File: src/rtl/coin_sequencer.sv
// coin_sequencer: front end between the raw coin-slot sensors and the
// vending_machine FSM. Rising edges on the slot sensors are queued in a small
// FIFO, highest denomination first when several arrive together. Queued coins
// are replayed to the vending FSM as one-hot single-cycle pulses, each followed
// by an idle cycle. After a dispense the block holds vend_busy, then pays out
// change as discrete unit pulses.
//
// state     | meaning
// ----------+-------------------------------------------------------------
// S_IDLE    | waiting for a queued coin; pops the FIFO head into cur_coin
// S_ISSUE   | registers the one-hot coin pulse for the following cycle
// S_GAP     | coin pulse visible; samples d/r from the vending FSM
// S_HOLD    | vend_busy high while the hold timer counts down
// S_CHG_ON  | change_pulse high for one unit coin
// S_CHG_OFF | change_pulse low; more change pending or back to idle
module coin_sequencer #(
  parameter int FIFO_DEPTH  = 4,
  parameter int ADDR_W      = 2,
  parameter int VEND_CYCLES = 3
) (
  input  logic       clk,
  input  logic       reset,
  input  logic [2:0] slot_in,
  input  logic       d,
  input  logic [2:0] r,
  output logic       one,
  output logic       two,
  output logic       five,
  output logic       vend_busy,
  output logic       change_pulse,
  output logic       fifo_full,
  output logic       coin_reject
);

  // Hold timer must represent VEND_CYCLES-1; keep at least one bit.
  localparam int HOLD_W = (VEND_CYCLES > 2) ? $clog2(VEND_CYCLES) : 1;

  localparam logic [1:0] CODE_ONE  = 2'b01;
  localparam logic [1:0] CODE_TWO  = 2'b10;
  localparam logic [1:0] CODE_FIVE = 2'b11;

  typedef enum logic [2:0] {
    S_IDLE,
    S_ISSUE,
    S_GAP,
    S_HOLD,
    S_CHG_ON,
    S_CHG_OFF
  } state_t;

  // Slot capture
  logic [2:0]        r_slot_prev;
  logic              r_armed;
  logic [2:0]        r_pending;
  logic              r_coin_reject;

  // Coin queue
  logic [1:0]        r_fifo [FIFO_DEPTH];
  logic [ADDR_W-1:0] r_wr_ptr;
  logic [ADDR_W-1:0] r_rd_ptr;
  logic [ADDR_W:0]   r_count;

  // Replay FSM
  state_t            r_state;
  logic [1:0]        r_cur_coin;
  logic [2:0]        r_change_cnt;
  logic [HOLD_W-1:0] r_hold_cnt;
  logic              r_one;
  logic              r_two;
  logic              r_five;
  logic              r_vend_busy;
  logic              r_change_pulse;

  logic [2:0]        w_edge;
  logic [2:0]        w_req;
  logic [2:0]        w_req_rest;
  logic [1:0]        w_wr_code;
  logic              w_full;
  logic              w_empty;
  logic              w_pop;
  logic              w_push;
  logic              w_merge_loss;

  // r_armed gates edge detection for the first cycle after reset so that
  // sensors already high while in reset are not mistaken for new coins.
  assign w_edge       = slot_in & ~r_slot_prev & {3{r_armed}};
  assign w_req        = r_pending | w_edge;
  assign w_merge_loss = |(w_edge & r_pending);
  assign w_full       = (r_count == (ADDR_W+1)'(FIFO_DEPTH));
  assign w_empty      = (r_count == '0);
  assign w_pop        = (r_state == S_IDLE) && !w_empty;
  // A full queue still accepts a write in the same cycle the FSM pops it.
  assign w_push       = (w_req != 3'b000) && (!w_full || w_pop);

  // Pick the highest denomination from the request set; the rest stays pending.
  always_comb begin
    w_wr_code  = 2'b00;
    w_req_rest = w_req;
    if (w_req[2]) begin
      w_wr_code     = CODE_FIVE;
      w_req_rest[2] = 1'b0;
    end else if (w_req[1]) begin
      w_wr_code     = CODE_TWO;
      w_req_rest[1] = 1'b0;
    end else if (w_req[0]) begin
      w_wr_code     = CODE_ONE;
      w_req_rest[0] = 1'b0;
    end
  end

  // Sensor history, pending coins and the coin-lost pulse.
  always_ff @(posedge clk or posedge reset) begin
    if (reset) begin
      r_slot_prev   <= 3'b000;
      r_armed       <= 1'b0;
      r_pending     <= 3'b000;
      r_coin_reject <= 1'b0;
    end else begin
      r_slot_prev   <= slot_in;
      r_armed       <= 1'b1;
      r_pending     <= w_push ? w_req_rest : w_req;
      r_coin_reject <= w_merge_loss;
    end
  end

  // Queue storage.
  always_ff @(posedge clk or posedge reset) begin
    if (reset) begin
      for (int i = 0; i < FIFO_DEPTH; i++) begin
        r_fifo[i] <= 2'b00;
      end
    end else if (w_push) begin
      r_fifo[r_wr_ptr] <= w_wr_code;
    end
  end

  // Queue pointers and occupancy; pointers wrap naturally at FIFO_DEPTH.
  always_ff @(posedge clk or posedge reset) begin
    if (reset) begin
      r_wr_ptr <= '0;
      r_rd_ptr <= '0;
      r_count  <= '0;
    end else begin
      if (w_push) begin
        r_wr_ptr <= r_wr_ptr + ADDR_W'(1);
      end
      if (w_pop) begin
        r_rd_ptr <= r_rd_ptr + ADDR_W'(1);
      end
      case ({w_push, w_pop})
        2'b10:   r_count <= r_count + (ADDR_W+1)'(1);
        2'b01:   r_count <= r_count - (ADDR_W+1)'(1);
        default: r_count <= r_count;
      endcase
    end
  end

  // Replay FSM with registered coin, busy and change outputs.
  always_ff @(posedge clk or posedge reset) begin
    if (reset) begin
      r_state        <= S_IDLE;
      r_cur_coin     <= 2'b00;
      r_change_cnt   <= 3'd0;
      r_hold_cnt     <= '0;
      r_one          <= 1'b0;
      r_two          <= 1'b0;
      r_five         <= 1'b0;
      r_vend_busy    <= 1'b0;
      r_change_pulse <= 1'b0;
    end else begin
      case (r_state)
        S_IDLE: begin
          if (w_pop) begin
            r_cur_coin <= r_fifo[r_rd_ptr];
            r_state    <= S_ISSUE;
          end
        end
        S_ISSUE: begin
          r_one   <= (r_cur_coin == CODE_ONE);
          r_two   <= (r_cur_coin == CODE_TWO);
          r_five  <= (r_cur_coin == CODE_FIVE);
          r_state <= S_GAP;
        end
        S_GAP: begin
          r_one  <= 1'b0;
          r_two  <= 1'b0;
          r_five <= 1'b0;
          if (d) begin
            r_change_cnt <= r;
            r_hold_cnt   <= HOLD_W'(VEND_CYCLES - 1);
            r_vend_busy  <= 1'b1;
            r_state      <= S_HOLD;
          end else begin
            r_state <= S_IDLE;
          end
        end
        S_HOLD: begin
          if (r_hold_cnt == '0) begin
            r_vend_busy <= 1'b0;
            if (r_change_cnt != 3'd0) begin
              r_change_pulse <= 1'b1;
              r_state        <= S_CHG_ON;
            end else begin
              r_state <= S_IDLE;
            end
          end else begin
            r_hold_cnt <= r_hold_cnt - HOLD_W'(1);
          end
        end
        S_CHG_ON: begin
          r_change_pulse <= 1'b0;
          r_change_cnt   <= r_change_cnt - 3'd1;
          r_state        <= S_CHG_OFF;
        end
        S_CHG_OFF: begin
          if (r_change_cnt != 3'd0) begin
            r_change_pulse <= 1'b1;
            r_state        <= S_CHG_ON;
          end else begin
            r_state <= S_IDLE;
          end
        end
        default: begin
          r_one          <= 1'b0;
          r_two          <= 1'b0;
          r_five         <= 1'b0;
          r_vend_busy    <= 1'b0;
          r_change_pulse <= 1'b0;
          r_state        <= S_IDLE;
        end
      endcase
    end
  end

  assign one          = r_one;
  assign two          = r_two;
  assign five         = r_five;
  assign vend_busy    = r_vend_busy;
  assign change_pulse = r_change_pulse;
  assign coin_reject  = r_coin_reject;
  assign fifo_full    = w_full;

endmodule

File: config.mk
export PLATFORM = sky130hd
export DESIGN_NAME = coin_sequencer
export DESIGN_NICKNAME = d
export VERILOG_FILES = /design/src/rtl/coin_sequencer.sv
export SDC_FILE = /design/constraint.sdc
export NUM_CORES = 1
export LEC_CHECK = 0
export CAP_MARGIN = 20
export CELL_PAD_IN_SITES_DETAIL_PLACEMENT = 1
export CELL_PAD_IN_SITES_GLOBAL_PLACEMENT = 1
export CORE_UTILIZATION = 45
export CTS_CLUSTER_SIZE = 30
export DETAILED_ROUTE_END_ITERATION = 6
export PLACE_DENSITY = 0.82
export RECOVER_POWER = 50
export SYNTH_ARGS = -nofsm -noshare
export SYNTH_HDL_FRONTEND = slang
export SYNTH_SLANG_ARGS = --single-unit
File: constraint.sdc
create_clock -name clk -period 2.85 [get_ports clk]
set_clock_uncertainty 0.05 [all_clocks]
set_input_delay 0.285 -clock clk [delete_from_list [all_inputs] [get_ports clk]]
set_output_delay 0.285 -clock clk [all_outputs]
set_load 0.1 [all_outputs]
==> results of run 1 <==
## stage by stage
| stage | area, um2 | util, % | hold WS [ns] | cells |
|---|---|---|---|---|
| 6_report | 2180 | 54.6 | 0.466 | 253 |
| 5_1_grt | 2180 | 54.6 | 0.480 | 253 |
| 4_1_cts | 2190 | 54.7 | 0.403 | 253 |
| 3_5_place_dp | 2100 | 52.4 | 0.454 | 245 |
| 3_3_place_gp | 2100 | 52.4 | 0.427 | 245 |
| 2_1_floorplan | 1860 | - | 0.266 | 177 |
## registers in the layout (all words and copies together) (netlist names)
signal / cells
r_change_cnt: 3
r_pending: 3
r_slot_prev: 3
vend_busy: 1
one: 1
five: 1
two: 1
coin_reject: 1
change_pulse: 1
r_state: 3
r_armed: 1
r_rd_ptr: 2
r_wr_ptr: 2
r_hold_cnt: 2
r_fifo: 8
r_cur_coin: 2
r_count: 3
## kinds of logic (layout without fill, tap and decap cells)
logic type | Yosys count | after routing | synth area share, %
AOI/OAI and AO/OA | 50 | 50 | 17.5
and+or+nand+nor | 46 | 46 | 13.2
DFF | 38 | 38 | 51.1
buffers and inverters | 22 | 48 | 4.50
adders and majority gates | 9 | 9 | 6.45
xor gates and xnor gates | 7 | 7 | 3.29
muxes | 4 | 4 | 3.76
other | 1 | 1 | 0.201
## path summary, 6_finish.rpt
path,slack (ns),endpoint,cells after the start,from
max,0.18,r_count[2],10,r_count[1]
min,0.47,one,1,one
max reg2reg,0.18,r_count[2],10,r_count[1]
min reg2reg,0.47,one,1,one
max in group asynchronous,0.49,r_fifo[3],3,reset
min in group asynchronous,1.06,r_slot_prev[1],3,reset
## layer usage
metal / global-route usage (%) / wire length, um
met5: 0 / 0
met4: 8.24 / 75
met3: 5.86 / 119
met2: 42.1 / 2330
met1: 25.9 / 1880
## area by class of cell
type / instances / area (um2) / area share, %
flip-flops and latches: 38 / 951 / 43.5
multi-input cells: 117 / 827 / 37.9
repair buffers: 23 / 189 / 8.65
clock buffers: 7 / 86.3 / 3.95
inverters: 17 / 63.8 / 2.92
well taps: 50 / 62.6 / 2.86
clock inverters: 1 / 5.00 / 0.229
## cells in the mapped netlist
master                      n  area (um2)
sky130_fd_sc_hd__dfrtp_1   38         951
sky130_fd_sc_hd__o21ai_0   18        90.1
sky130_fd_sc_hd__inv_1     17        63.8
sky130_fd_sc_hd__nand2_1   12        45.0
sky130_fd_sc_hd__nor2_1    12        45.0
sky130_fd_sc_hd__a31oi_1    9        56.3
sky130_fd_sc_hd__ha_1       8         100
sky130_fd_sc_hd__a21oi_1    6        30.0
sky130_fd_sc_hd__clkbuf_1   4        15.0
sky130_fd_sc_hd__nor2b_1    4        25.0
sky130_fd_sc_hd__nor3_1     4        20.0
sky130_fd_sc_hd__xor2_1     4        35.0
sky130_fd_sc_hd__and3b_1    3        26.3
sky130_fd_sc_hd__xnor2_1    3        26.3
sky130_fd_sc_hd__a211oi_1   2        15.0
sky130_fd_sc_hd__a22oi_1    2        15.0
sky130_fd_sc_hd__a311oi_1   2        17.5
sky130_fd_sc_hd__a32o_1     2        20.0
sky130_fd_sc_hd__and2_1     2        12.5
sky130_fd_sc_hd__mux4_2     2        45.0
sky130_fd_sc_hd__nand2b_1   2        12.5
sky130_fd_sc_hd__o22ai_1    2        12.5
sky130_fd_sc_hd__a21boi_4   1        18.8
sky130_fd_sc_hd__a221oi_1   1        8.76
sky130_fd_sc_hd__buf_2      1        5.00
sky130_fd_sc_hd__conb_1     1        3.75
sky130_fd_sc_hd__fa_1       1        20.0
sky130_fd_sc_hd__mux2_4     1        15.0
sky130_fd_sc_hd__mux2i_1    1        10.0
sky130_fd_sc_hd__nand3_1    1        5.00
sky130_fd_sc_hd__nand3b_1   1        7.51
sky130_fd_sc_hd__nor3b_1    1        7.51
sky130_fd_sc_hd__nor4_2     1        12.5
sky130_fd_sc_hd__o211ai_1   1        7.51
sky130_fd_sc_hd__o21a_1     1        7.51
sky130_fd_sc_hd__o22a_1     1        8.76
sky130_fd_sc_hd__o31a_1     1        8.76
sky130_fd_sc_hd__o41ai_1    1        8.76
sky130_fd_sc_hd__or2_4      1        8.76
sky130_fd_sc_hd__or3b_4     1        11.3
sky130_fd_sc_hd__or4_1      1        7.51
## worst reg2reg max path, stage by stage, from the launching register on
cell and delay (ns):
sky130_fd_sc_hd__dfrtp_1 0.43, sky130_fd_sc_hd__or3b_4 0.45, sky130_fd_sc_hd__or2_4 0.30, sky130_fd_sc_hd__a21boi_4 0.17, sky130_fd_sc_hd__inv_1 0.08, sky130_fd_sc_hd__ha_1 0.18, sky130_fd_sc_hd__inv_1 0.06, sky130_fd_sc_hd__fa_1 0.39
sky130_fd_sc_hd__xor2_1 0.16, sky130_fd_sc_hd__nor2_1 0.12, sky130_fd_sc_hd__xor2_1 0.18
## power breakdown
part	switching, W	total (W)	leakage (nW)	internal [W]
Combinational	0.000872	0.00140	0.508	0.000526
Clock	0.000187	0.000382	0.0482	0.000195
Sequential	0.000175	0.000937	0.455	0.000762
## cells in the final DEF (no fill, tap or decap), types with 4 or more instances in the layout
| cell type | n |
|---|---|
| sky130_fd_sc_hd__inv_1 | 17 |
| sky130_fd_sc_hd__clkdlybuf4s50_1 | 5 |
| sky130_fd_sc_hd__buf_4 | 14 |
| sky130_fd_sc_hd__ha_1 | 8 |
| sky130_fd_sc_hd__nor3_1 | 4 |
| sky130_fd_sc_hd__dfrtp_1 | 38 |
| sky130_fd_sc_hd__a31oi_1 | 9 |
| sky130_fd_sc_hd__a21oi_1 | 6 |
| sky130_fd_sc_hd__nor2_1 | 12 |
| sky130_fd_sc_hd__nand2_1 | 12 |
| sky130_fd_sc_hd__clkbuf_8 | 6 |
| sky130_fd_sc_hd__xor2_1 | 4 |
| sky130_fd_sc_hd__nor2b_1 | 4 |
| sky130_fd_sc_hd__o21ai_0 | 18 |
==> impl.org, run 1 <==
** Clock network
- CTS clk-pin slew, worst paths :: 0.07 ns
- Maximum level of the CTS H-tree :: 2
- Bufs on Longest Clock Path :: 2
- At the later pin of the worst-skew pair, clock insertion delay measures 0.29 ns.
- Post-CTS Hold Buffers :: 0
- Post-CTS Setup Repair Bufs :: 0
- Buffers inserted during clock tree synthesis total 5.
- TritonCTS clock tree :: done
- Gates resized, CTS repair :: 0
- Clock sink count :: 38
- The root buffer cell chosen for the clock tree is sky130_fd_sc_hd__clkbuf_8.

** Logic synthesis
- Synthesized instance count :: 177
- Avg Cell Area, Syn :: 10.5 um2
- Counting flops and latches in the post-synthesis netlist gives 38.
- For this run, the register share of the synthesized area comes to 51.1%.
- Summed instance area of the synthesized netlist :: 1860 um2
- Warnings from Yosys :: 0
- Number of unique standard cell types used by synthesis :: 41
- Synthesized Nets :: 195

** Global route
- Number of global-route vias before repair :: 1549
- The first global-routing pass estimated 7290 um of wire.
- Entering global routing, the biggest net connects 39 pins.
- For this run, the total global-route usage over all layers was measured as 23.2%.
- The initial antenna violation count came to 0.
- GRT overflow :: 0

** Pwr
- The worst-case IR drop observed on VDD is 0.000604 V.
- In this run the power density over the cells is 1240 nW/um2.
- Leakage :: 1.01 nW
- The design draws 0.00272 W.

** Layout
- Cells with a size suffix above 1 make up 13.8% of the layout.
- Fillers :: 440
- After the last flow step, the layout net total stands at 220.
- Number of antenna repair diodes :: 0
- Relative to the synthesized area, the layout overhead comes to 17.3%.

** Critical path
- Together, buffers and inverters on the worst path number 2.
- Worst-path fanout max :: 12
- On the critical path the largest part of the delay comes from simple AND/OR/NAND/NOR gates.
- Req. time, crit path :: 3.01 ns
- The largest single stage delay on the critical path is 0.45 ns.
- Critical-path cell with the highest stage delay :: sky130_fd_sc_hd__or3b_4
- Arrival time at the worst endpoint :: 2.82 ns
- Category of the critical setup timing path :: flop to flop
- STA classifies the critical path startpoint as a flop.
- Category of the worst setup path capture point :: flop
- Traced cell by cell, the critical path runs through or3b_4 > or2_4 > a21boi_4 > inv_1 > ha_1 > inv_1 > fa_1 > xor2_1 > nor2_1 > xor2_1.

** Timing
- Dividing the final minimum period by the clock period gives 93.6%.
- Setup repair after global routing left no endpoint under its margin.
- Final setup TNS :: 0 ns
- Slew margin rel. :: -40.5%
- For this run, the top clock speed supported by timing is 0.375 GHz.
- Max Transition Viols Final :: 39
- Worst setup margin :: 0.182 ns
- Setup violations remaining at the end of the flow were counted as 0.
- Least-Margin Pin Slew :: 2.11 ns
- Fin. Hold Viols :: 0
- The worst path needs 2.67 ns of the cycle, external delays included.

** Floorplan
- After floorplanning, the core was sized to cover 4000 um2.
- From left edge to right edge, the die measures 66.3 um.
- Once the floorplan was initialized, standard cells occupied 46.5% of the core.
- Floorplan die area :: 4400 um2
- In this run the core area contains 23 standard-cell rows.
- Boundary Pins :: 16
- Vert. Die Dim :: 66.3 um

** Run status
- Result of the run :: finished with violations
- The final reports fail on max-capacitance violations, max-slew violations.

** Placement
- PortBufs :: 15
- Detailed placement ended at an HPWL of 3300 um.
- OpenSTA, run right after detailed placement, puts the worst setup slack at 0.0703 ns.
- Final estimated routing congestion in global placement :: 0.806

** Drt
- Mean routed wirelength per cell :: 17.4 um
- In this run, the number of DRC markers left after iteration 0 of detailed routing was 73.
- WL final :: 4410 um
- In the routed layout, each cell is associated on average with a via count of 5.57.
- Number of vias after detailed routing :: 1410
- The detail route stage leaves a number of antenna-violating nets equal to 0.
- After detailed routing, the number of remaining DRC violations is 0.
- Number of iterations in the first detailed-routing pass :: 4

** Hold path
- The path class of the tightest hold or removal check is flop to flop.

** Job
- Max-cap violations in this run came to 1.
No activity file was read; power rests on OpenSTA's default activity.
==> run 2, diff against run 1 <==
--- a/config.mk
+++ b/config.mk
@@ -11,8 +11,10 @@
 export CORE_UTILIZATION = 45
 export CTS_CLUSTER_SIZE = 30
 export DETAILED_ROUTE_END_ITERATION = 6
+export HOLD_SLACK_MARGIN = 0.1
 export PLACE_DENSITY = 0.82
 export RECOVER_POWER = 50
 export SYNTH_ARGS = -nofsm -noshare
 export SYNTH_HDL_FRONTEND = slang
 export SYNTH_SLANG_ARGS = --single-unit
+export TNS_END_PERCENT = 30
==> results of run 2 <==
The final DEF is identical to that of run 1; final timing and power are the same.
==> run 3, diff against run 2 <==
--- a/config.mk
+++ b/config.mk
@@ -8,9 +8,11 @@
 export CAP_MARGIN = 20
 export CELL_PAD_IN_SITES_DETAIL_PLACEMENT = 1
 export CELL_PAD_IN_SITES_GLOBAL_PLACEMENT = 1
-export CORE_UTILIZATION = 45
+export CORE_MARGIN = 5
+export CORE_UTILIZATION = 49
 export CTS_CLUSTER_SIZE = 30
 export DETAILED_ROUTE_END_ITERATION = 6
+export DONT_BUFFER_PORTS = 1
 export HOLD_SLACK_MARGIN = 0.1
 export PLACE_DENSITY = 0.82
 export RECOVER_POWER = 50
==> constraint.sdc (replaced) <==
create_clock -name clk -period 2.8 [get_ports clk]
set_clock_uncertainty 0.05 [all_clocks]
set_input_delay 0.28 -clock clk [delete_from_list [all_inputs] [get_ports clk]]
set_output_delay 0.28 -clock clk [all_outputs]
set_load 0.1 [all_outputs]
==> impl.org, run 3 (synthesis results as in run 1) <==
** Placement
- Buffers placed on the I/O ports in this run total 0.
- Standard cell area after detailed placement :: 1980 um2
- Placed insts :: 230
- Dpl hpwl :: 3330 um
- The congestion estimate from routability-driven global placement came to 0.743.

** Floorplan
- The initial utilization of the core area, before any placement, comes to 50.9%.
- The total area inside the core boundary comes to 3660 um2.
- Die boundary width :: 71.6 um
- Boundary Pins :: 16
- Row count :: 22
- The die covers 5130 um2.
- From bottom edge to top edge, the die measures 71.6 um.

** Drt
- Residual DRC count :: 0
- Number of DRC violations after detailed-routing iteration 0 :: 85
- In the routed layout, each cell is associated on average with a via count of 5.76.
- Dividing the detail-routed wire length by the instance count gives 18.3 um.
- The count of nets left with antenna violations once routing finished came out at 0.
- WL final :: 4450 um
- Number of iterations in the first detailed-routing pass :: 4
- The detailed router placed 1399 vias in this run.

** Clock network
- Skew-Pair Late Insertion Delay :: 0.29 ns
- TritonCTS clock tree :: done
- The clock passes through at most 2 buffers.
- The clock tree synthesis step divided the H-tree into 2 levels.
- After clock tree synthesis, the clock-pin slew on the worst setup and hold paths is 0.07 ns.
- After clock tree synthesis, the setup repair step added 0 buffers.
- Clock sink count :: 38
- TritonCTS created 5 clock buffers.
- Gates resized, CTS repair :: 0
- Post-CTS Hold Buffers :: 5
- CTS placed an instance of sky130_fd_sc_hd__clkbuf_8 at the clock tree root.

** Pwr
- Relative contribution of combinational cells to total power :: 44.7%
- Switching share of total power :: 45.4%
- Net load switching power :: 0.00126 W
- Pwr Density :: 1310 nW/um2
- Registers are responsible for 38.7% of the overall power.
- Leakage :: 0.963 nW
- Cell-internal power :: 0.00152 W
- Worst voltage drop across the vdd grid :: 0.000637 V
- The clock network burns 16.6% of the power.

** Timing
- Derived from the worst setup path, the maximum achievable clock frequency is 0.386 GHz.
- Slew margin rel. :: 17.8%
- Period minus WS final :: 2.59 ns
- For the final routed database, the setup TNS stands at 0 ns.
- Max Transition Viols Final :: 0
- RSZ-0062 raised after global routing :: no
- Final hold analysis gives a worst-case slack of 0.112 ns.
- At the pin with the least slew margin, the transition time is 1.23 ns.
- The number of endpoints with negative hold slack in the final report is 0.
- Of the available clock period, the critical path in the final layout requires 92.6%.
- Endpoints failing setup :: 0

** Global route
- Entering global routing, the biggest net connects 23 pins.
- The first global-routing pass estimated 7700 um of wire.
- Global routing used 19.4% of the available tracks.
- The initial antenna violation count came to 0.
- The via count of the first global-routing pass came to 1595.
- For this run the aggregate overflow at the end of global routing stands at 0.

** Critical path
- Worst reg-to-reg setup slack :: 0.21 ns
- The worst setup path is launched from a flop.
- Peak per-stage delay on the critical path :: 0.44 ns
- The largest individual stage delay along the critical path comes from the cell sky130_fd_sc_hd__or3b_4.
- The critical path in this run is classified as flop to flop.
- Series of cell instances along the critical path :: or3b_4 > or2_4 > a21boi_4 > inv_1 > ha_1 > inv_1 > fa_1 > xor2_1 > nor2_1 > xor2_1
- The worst setup path is captured at a flop.
- Reg2reg start :: r_count[1]
- Broken down by cell family, the worst path's largest delay share belongs to simple AND/OR/NAND/NOR gates.
- Req. time, crit path :: 2.96 ns
- Arrival time at the worst endpoint :: 2.76 ns
- Instance count on the critical path :: 10
- Worst-path fanout max :: 12
- Cell count of the worst reg-to-reg path :: 10
- Worst path buffer plus inverter count :: 2
- Reg-to-reg endpoint :: r_count[2]

** Layout
- For this run, the share of the core covered by cells in the final layout is 57.8%.
- Number of antenna repair diodes :: 0
- Register bank with the most flops :: r_fifo
- Post-route insts no fill :: 243
- The final layout contains 212 nets.
- The library cell used most frequently in the layout, excluding fill and tap cells, is sky130_fd_sc_hd__dfrtp_1.
- The finished cells cover 2110 um2.
- Area of the multi-input gates :: 827 um2
- Number of flip-flops under the largest register name :: 8
- The post-route netlist has 9.23% of its cells at a drive strength greater than 1.
- The filler cells instantiated in the layout total 389.
- Compared with the post-synthesis result, the final layout area differs by 13.6%.
- FF/Latch Area :: 951 um2
- Commonest cells after routing, fill and taps aside :: sky130_fd_sc_hd__dfrtp_1, sky130_fd_sc_hd__o21ai_0, sky130_fd_sc_hd__inv_1, sky130_fd_sc_hd__nor2_1, sky130_fd_sc_hd__nand2_1

** Run status
- Result of the run :: completed

** Hold path
- Hold_sp :: r[1]
- The path with the worst hold slack has its endpoint at r_change_cnt[1].
- Worst min-delay path class :: primary input to flop
- Counting instances, the worst hold path has a depth of 2.

** Job
- # Max-Cap Violations :: 0
-- run 3: cell types whose count changed in the layout (fill, tap and decap cells not counted), sizes merged --
cell	change
dlygate4sd3	+2
buf	-9
clkinv	-1
bufinv	+1
clkbuf	+4
clkdlybuf4s50	-5
-- run 3: metrics by stage --
stage | worst slack (ns) | power (W)
detailed placement | 0.211 | 0.00235
finish | 0.207 | 0.00278
floorplan | 0.454 | 0.00198
global route | 0.0834 | 0.00298
global placement | 0.328 | 0.00221
CTS | 0.197 | 0.00283
-- run 3: power groups by stage --
stage	Combinational [W]	Clock (W)	Sequential, W
2_1_floorplan	0.000846	0	0.00113
3_3_place_gp	0.00117	0	0.00105
3_5_place_dp	0.00127	0	0.00108
4_1_cts	0.00129	0.000465	0.00108
5_1_grt	0.00138	0.000500	0.00110
6_report	0.00124	0.000462	0.00107
-- run 3: routing by layer --
layer  up-vias  GRT usage [%]  wire length, um
met5         -              0                0
met4         0           6.26              104
met3        12           5.33              165
met2        30           36.0             2410
met1       707           21.1             1770
li1        650              -                -
-- run 3: worst max-delay path by stage --
stage | end | start
after CTS | r_count[2] | r_count[0]
after detailed placement | r_count[2] | r_count[0]
after global placement | r_count[2] | r_count[1]
final | r_count[2] | r_count[1]
after global routing | r_count[2] | r_count[0]
after floorplan | r_count[2] | r_count[1]
-- run 3: cell type report --
type / instances / area share (%)
repair buffers: 15 / 5.03
clock buffers: 7 / 3.61
flip-flops and latches: 38 / 45.0
multi-input cells: 117 / 39.1
inverters: 17 / 3.02
clock inverters: 1 / 1.42
well taps: 48 / 2.84
-- run 3: worst reg2reg max path, delay by kind of cell (launching register included) --
kind | cells | cell delay (ns)
xor gates and xnor gates | 2 | 0.31
DFF | 1 | 0.43
buffers and inverters | 2 | 0.14
and+or+nand+nor | 3 | 0.87
AOI/OAI and AO/OA | 1 | 0.17
adders and majority gates | 2 | 0.54
